$ cat config.mk
export PLATFORM = sky130hd
export DESIGN_NAME = ex_muldiv_sequencer_flat
export DESIGN_NICKNAME = d
export VERILOG_FILES = /design/src/rtl/ex_muldiv_sequencer_if.sv /design/src/rtl/ex_muldiv_sequencer.sv /design/src/flat_wrapper.sv
export SDC_FILE = /design/constraint.sdc
export NUM_CORES = 1
export LEC_CHECK = 0
export BUFFER_PORTS_ARGS = -buffer_cell sky130_fd_sc_hd__buf_4
export CAP_MARGIN = 0
export CORE_MARGIN = 5
export CORE_UTILIZATION = 24
export DETAILED_ROUTE_END_ITERATION = 16
export GPL_TIMING_DRIVEN = 0
export PLACE_DENSITY_LB_ADDON = 0.1
export REMOVE_ABC_BUFFERS = 1
export SLEW_MARGIN = 5
export SYNTH_ARGS = -nofsm -noshare
export SYNTH_HDL_FRONTEND = slang
export SYNTH_SLANG_ARGS = --single-unit
$ cat constraint.sdc
create_clock -name clk -period 11.7 [get_ports clk]
set_clock_uncertainty 0.15 [all_clocks]
set_input_delay 2.34 -clock clk [delete_from_list [all_inputs] [get_ports clk]]
set_output_delay 2.34 -clock clk [all_outputs]
set_load 0.02 [all_outputs]
$ cat src/rtl/ex_muldiv_sequencer_if.sv
`default_nettype none
// ============================================================================
// ex_muldiv_sequencer_if : request/result bundle between the EX stage and the
//                          iterative multiply/divide sequencer.   Rev 1.0
// ============================================================================
interface ex_muldiv_sequencer_if #(
  parameter int WIDTH = 32
);
  logic             start;
  logic [1:0]       op;
  logic [WIDTH-1:0] operand_a;
  logic [WIDTH-1:0] operand_b;
  logic [4:0]       dest_reg;
  logic             flush;
  logic             stall;
  logic             busy;
  logic             done;
  logic [WIDTH-1:0] result;
  logic [4:0]       result_reg;
  logic             div_by_zero;

  modport master (
    output start, op, operand_a, operand_b, dest_reg, flush,
    input  stall, busy, done, result, result_reg, div_by_zero
  );

  modport slave (
    input  start, op, operand_a, operand_b, dest_reg, flush,
    output stall, busy, done, result, result_reg, div_by_zero
  );
endinterface
`default_nettype wire

$ cat src/rtl/ex_muldiv_sequencer.sv
`default_nettype none
// ============================================================================
// ex_muldiv_sequencer : one-bit-per-cycle unsigned MUL/MULH/DIV/REM engine
//                       that stalls the pipeline while it iterates.  Rev 1.0
// ============================================================================
module ex_muldiv_sequencer #(
  parameter int WIDTH = 32,
  parameter int CNT_W = 6
) (
  input  wire logic              clk,
  input  wire logic              rst,
  ex_muldiv_sequencer_if.slave   bus
);

  typedef enum logic [1:0] {
    IDLE = 2'd0,
    RUN  = 2'd1,
    DONE = 2'd2
  } state_t;

  localparam logic [CNT_W-1:0] LAST_ITER = CNT_W'(WIDTH - 1);

  state_t             state_q, state_d;
  logic [CNT_W-1:0]   cnt_q, cnt_d;
  logic [2*WIDTH-1:0] acc_q, acc_d;
  logic [WIDTH-1:0]   opnd_q, opnd_d;
  logic [1:0]         op_q, op_d;
  logic [4:0]         dest_q, dest_d;
  logic [WIDTH-1:0]   result_q, result_d;
  logic [4:0]         result_reg_q, result_reg_d;
  logic               dbz_q, dbz_d;
  logic               done_q, done_d;
  logic               busy_q, busy_d;

  // Datapath for one iteration. acc holds {hi, lo}: for multiply hi is the
  // partial product and lo the remaining multiplier bits; for divide hi is
  // the partial remainder and lo the dividend shifting into the quotient.
  logic [WIDTH:0]     mul_sum;
  logic [2*WIDTH-1:0] mul_next;
  logic [WIDTH:0]     rem_sh;
  logic [WIDTH-1:0]   rem_diff;
  logic               rem_ge;
  logic [2*WIDTH-1:0] div_next;
  logic [2*WIDTH-1:0] step_next;
  logic [WIDTH-1:0]   step_result;

  always_comb begin
    mul_sum  = {1'b0, acc_q[2*WIDTH-1:WIDTH]}
             + (acc_q[0] ? {1'b0, opnd_q} : {(WIDTH+1){1'b0}});
    mul_next = {mul_sum, acc_q[WIDTH-1:1]};

    // The shifted remainder needs WIDTH+1 bits; a non-negative difference
    // always fits back into WIDTH bits because the remainder stays below
    // the divisor.
    rem_sh   = acc_q[2*WIDTH-1:WIDTH-1];
    rem_ge   = (rem_sh >= {1'b0, opnd_q});
    rem_diff = rem_sh[WIDTH-1:0] - opnd_q;
    div_next = rem_ge ? {rem_diff,          acc_q[WIDTH-2:0], 1'b1}
                      : {rem_sh[WIDTH-1:0], acc_q[WIDTH-2:0], 1'b0};

    step_next = op_q[1] ? div_next : mul_next;
    case (op_q)
      2'b00:   step_result = step_next[WIDTH-1:0];
      2'b01:   step_result = step_next[2*WIDTH-1:WIDTH];
      2'b10:   step_result = step_next[WIDTH-1:0];
      default: step_result = step_next[2*WIDTH-1:WIDTH];
    endcase
  end

  always_comb begin
    state_d      = state_q;
    cnt_d        = cnt_q;
    acc_d        = acc_q;
    opnd_d       = opnd_q;
    op_d         = op_q;
    dest_d       = dest_q;
    result_d     = result_q;
    result_reg_d = result_reg_q;
    dbz_d        = dbz_q;

    case (state_q)
      IDLE: begin
        if (bus.start && !bus.flush) begin
          if (bus.op[1] && (bus.operand_b == '0)) begin
            state_d      = DONE;
            result_d     = bus.op[0] ? bus.operand_a : {WIDTH{1'b1}};
            result_reg_d = bus.dest_reg;
            dbz_d        = 1'b1;
          end else begin
            state_d = RUN;
            cnt_d   = '0;
            op_d    = bus.op;
            dest_d  = bus.dest_reg;
            if (bus.op[1]) begin
              acc_d  = {{WIDTH{1'b0}}, bus.operand_a};
              opnd_d = bus.operand_b;
            end else begin
              acc_d  = {{WIDTH{1'b0}}, bus.operand_b};
              opnd_d = bus.operand_a;
            end
          end
        end
      end
      RUN: begin
        if (bus.flush) begin
          state_d = IDLE;
        end else begin
          acc_d = step_next;
          cnt_d = cnt_q + CNT_W'(1);
          if (cnt_q == LAST_ITER) begin
            state_d      = DONE;
            result_d     = step_result;
            result_reg_d = dest_q;
            dbz_d        = 1'b0;
          end
        end
      end
      default: begin
        // start is still the instruction just completed, so it is ignored.
        state_d = IDLE;
      end
    endcase

    done_d = (state_d == DONE);
    busy_d = (state_d != IDLE);
  end

  always_ff @(posedge clk or posedge rst) begin
    if (rst) begin
      state_q      <= IDLE;
      cnt_q        <= '0;
      acc_q        <= '0;
      opnd_q       <= '0;
      op_q         <= '0;
      dest_q       <= '0;
      result_q     <= '0;
      result_reg_q <= '0;
      dbz_q        <= 1'b0;
      done_q       <= 1'b0;
      busy_q       <= 1'b0;
    end else begin
      state_q      <= state_d;
      cnt_q        <= cnt_d;
      acc_q        <= acc_d;
      opnd_q       <= opnd_d;
      op_q         <= op_d;
      dest_q       <= dest_d;
      result_q     <= result_d;
      result_reg_q <= result_reg_d;
      dbz_q        <= dbz_d;
      done_q       <= done_d;
      busy_q       <= busy_d;
    end
  end

  // Combinational so the request cycle itself already holds the pipeline.
  assign bus.stall       = (((state_q == IDLE) && bus.start) || (state_q == RUN))
                           && !bus.flush;
  assign bus.busy        = busy_q;
  assign bus.done        = done_q;
  assign bus.result      = result_q;
  assign bus.result_reg  = result_reg_q;
  assign bus.div_by_zero = dbz_q;

endmodule
`default_nettype wire

$ cat src/flat_wrapper.sv
// flat-port wrapper written by rule: the top's interface ports become plain ports
module ex_muldiv_sequencer_flat 
#(
  parameter int WIDTH = 32,
  parameter int CNT_W = 6
)
  (clk, rst, bus_start, bus_op, bus_operand_a, bus_operand_b, bus_dest_reg, bus_flush, bus_stall, bus_busy, bus_done, bus_result, bus_result_reg, bus_div_by_zero);
  ex_muldiv_sequencer_if #(.WIDTH(WIDTH)) bus_i ();
  input  wire logic clk;
  input  wire logic rst;
  input wire logic [$bits(bus_i.start)-1:0] bus_start;
  input wire logic [$bits(bus_i.op)-1:0] bus_op;
  input wire logic [$bits(bus_i.operand_a)-1:0] bus_operand_a;
  input wire logic [$bits(bus_i.operand_b)-1:0] bus_operand_b;
  input wire logic [$bits(bus_i.dest_reg)-1:0] bus_dest_reg;
  input wire logic [$bits(bus_i.flush)-1:0] bus_flush;
  output wire logic [$bits(bus_i.stall)-1:0] bus_stall;
  output wire logic [$bits(bus_i.busy)-1:0] bus_busy;
  output wire logic [$bits(bus_i.done)-1:0] bus_done;
  output wire logic [$bits(bus_i.result)-1:0] bus_result;
  output wire logic [$bits(bus_i.result_reg)-1:0] bus_result_reg;
  output wire logic [$bits(bus_i.div_by_zero)-1:0] bus_div_by_zero;
  assign bus_i.start = bus_start;
  assign bus_i.op = bus_op;
  assign bus_i.operand_a = bus_operand_a;
  assign bus_i.operand_b = bus_operand_b;
  assign bus_i.dest_reg = bus_dest_reg;
  assign bus_i.flush = bus_flush;
  assign bus_stall = bus_i.stall;
  assign bus_busy = bus_i.busy;
  assign bus_done = bus_i.done;
  assign bus_result = bus_i.result;
  assign bus_result_reg = bus_i.result_reg;
  assign bus_div_by_zero = bus_i.div_by_zero;
  ex_muldiv_sequencer #(.WIDTH(WIDTH), .CNT_W(CNT_W)) u_core (.clk(clk), .rst(rst), .bus(bus_i));
endmodule
==> metrics <==
vias 11000; Combinational Power Share 0.572; Max VDD drop 0.102 mV; hold_buf cts 0; postcts setup bufs 0; Worst EP arrival 7.18 ns; Worst Reg-to-Reg Cells 13; CP endpoint kind flop; Slew Viols, Final 0; multiplexer share of the synthesized area 0.0990; full die area 54500 um^2; Filler Cell Count 5343; Max Fanout on Critical Path 79; area delta synth->final 19.2%; initial antenna violation count 1; Hold WC Path Type flop to flop; RD Place Congestion 0.811; wire length per cell 21.8 um; htree depth 4; cts bufs inserted 17; Synth area leader dfrtp_1; Post-Synth XOR/XNOR Area 0.0431; Critical R2R Capture u_core.bus.result[29]; outcome finished clean; clk buf depth 2; grt ovf 0; Initial Util 0.244; final setup fails 0; Final Net Count 1630; I/O Buffers 115; Reg power frac 0.262; post-synthesis adder-cell area fraction 0.0712; syn avg cell area 8.40 um^2; RSZ-0062 raised after global routing false; max reg flops 64; Most used DFF post-synth dfrtp_1; dpl hpwl 35900 um; clock share of power 0.167; I/O pins 116; final antenna-violating net count 0; DRT Pass-1 Iters 5; Slew @ Worst Pin 1.21 ns; Die H 233 um; final worst path period share 0.597; Skew-Pair Late Insertion Delay 0.46 ns; synthesized netlist cell count 1427; Avg Vias per Cell 5.09; mapped cell area 12000 um^2; Worst Hold Launch u_core.bus.div_by_zero; Setup CP Type input port to flop; Max-cap violations 0; CTS clk-pin slew, worst paths 0.06 ns; total number of yosys warnings 0; CP required 11.90 ns; Diodes inserted 0; core area 49200 um^2; Root Buffer clkbuf_16; Util after Layout 0.291; Die X 233 um; Final min period 6.99 ns; Seq cells post-synth 151; relative slew slack 0.183; Int Pwr 1920 uW; fmax 143 MHz; worst reg2reg path startpoint u_core.acc_q[0]; Synth area leaders dfrtp_1 32%, mux2i_1 7.3%, ha_1 6.8%; largest net degree at the start of global routing 105; Switching Share 0.477; CTS tree built; Distinct cells, synth 80; post_cts resized 0; Final Hold Viols 0; 1st-iter DRT viols 686; EDFF count, synth 0; WHS Endpoint u_core.bus.div_by_zero; flop2flop setup slack 6.94 ns; PwrDens 257 nW/um^2; vias in the first global route 11000; Yosys top cell area share 0.315; global-route usage over all layers 0.173; # clock sinks 151; CP Launch Type input port; WHS Path Cells 1; # rows 81; Synth Area in Simple Gates 0.158; switching pwr 1750 uW; Async SR Flop Fraction 1.00; register area share after synthesis 0.315; first-pass GRT wire length 71500 um; largest family of logic cells by synthesized area compound AO/OA/AOI/OAI gates; Synth Area in Compound Gates 0.264; DRC viols 0; Worst Hold Slack 0.343 ns; drt total wl 47200 um; leakage power 0.00648 uW; proportion of layout cells with a drive suffix above 1 0.144
power by group through the flow:
stage | sequential [uW] | combinational (uW) | clock, uW
after floorplan | 938 | 1370 | 0
after global placement | 990 | 2060 | 0
after detailed placement | 971 | 2090 | 0
after CTS | 963 | 2100 | 629
after global routing | 986 | 2320 | 648
final | 959 | 2100 | 611
worst max-delay path, cell delays in order:
cell and delay [ns]:
buf_4 0.85, nor4b_1 0.87, nand4_1 0.16, nor4_1 0.83, and4_1 0.38, or3_1 0.23, nor3b_4 0.09, buf_8 0.17
nor2_4 0.64, buf_12 0.27, a211oi_1 0.09, a21o_1 0.17
through the flow:
stage	worst slack, ns	power, uW	instances	cell area (um^2)	TNS [ns]
after floorplan	4.14	2300	1336	11600	0
after global routing	4.53	3950	2162	14300	0
final	4.71	3670	2162	14300	0
after detailed placement	4.03	3060	2133	13700	0
after CTS	4.51	3690	2162	14300	0
after global placement	-1.36	3050	2115	13300	-57.85
cell usage in the layout, fill, tap and decap left out, types with 34 or more instances in the layout:
| cell | n |
|---|---|
| dfrtp_1 | 150 |
| a21oi_1 | 143 |
| nand2_1 | 131 |
| buf_4 | 119 |
| o21ai_0 | 111 |
| nor2_1 | 108 |
| mux2i_1 | 87 |
| ha_1 | 65 |
| inv_1 | 56 |
| a21o_1 | 47 |
| and2_1 | 38 |
| o211ai_1 | 36 |
| a211oi_1 | 34 |
| xnor2_1 | 34 |
cell families (layout without fill, tap and decap cells):
| group | after synthesis | in the layout |
|---|---|---|
| compound gates | 488 | 488 |
| xor+xnor | 59 | 59 |
| fa+ha+maj | 67 | 67 |
| buf+inv | 149 | 220 |
| flops | 151 | 151 |
| mux | 114 | 114 |
| simple gates | 399 | 399 |
cells in the mapped netlist, types with 15 or more instances:
cell / n
a21oi_1: 143
o211ai_1: 36
o21ai_0: 111
dfrtp_1: 151
nor2_1: 111
a211oi_1: 34
nand3_1: 21
xor2_1: 25
nor2b_1: 18
nand2_1: 132
ha_1: 65
nand2b_1: 18
and2_1: 38
inv_1: 57
mux2i_1: 87
a21o_1: 47
xnor2_1: 34
buf_2: 15
clkbuf_1: 66
mux2_2: 25
how the worst max path moves through the flow:
stage / start / endpoint / slack [ns] / cells after the start
3_3_place_gp: bus_op[1] / u_core.acc_q[14] / -1.36 / 10
5_1_grt: bus_op[1] / u_core.acc_q[8] / 4.53 / 12
4_1_cts: bus_op[1] / u_core.acc_q[14] / 4.51 / 12
6_report: bus_op[1] / u_core.acc_q[14] / 4.71 / 12
3_5_place_dp: bus_op[1] / u_core.acc_q[8] / 4.03 / 12
2_1_floorplan: bus_op[1] / u_core.acc_q[0] / 4.14 / 9
cell type report:
| cell class | count | area, um^2 | area share |
|---|---|---|---|
| multi-input cells | 1127 | 7660 | 0.536 |
| flip-flops and latches | 151 | 3780 | 0.265 |
| repair buffers | 133 | 1170 | 0.0820 |
| well taps | 664 | 831 | 0.0582 |
| clock buffers | 20 | 437 | 0.0306 |
| inverters | 58 | 225 | 0.0158 |
| clock inverters | 9 | 178 | 0.0124 |
layer usage:
metal | global-route usage | wire [um] | vias to the layer above | part of all wire
li1 | - | - | 5320 | -
met1 | 0.255 | 23700 | 5475 | 0.50
met2 | 0.270 | 21400 | 193 | 0.45
met3 | 0.0243 | 1510 | 23 | 0.032
met4 | 0.0385 | 612 | 0 | 0.013
met5 | 0 | 0 | - | 0
No activity file was read; power rests on OpenSTA's default activity.
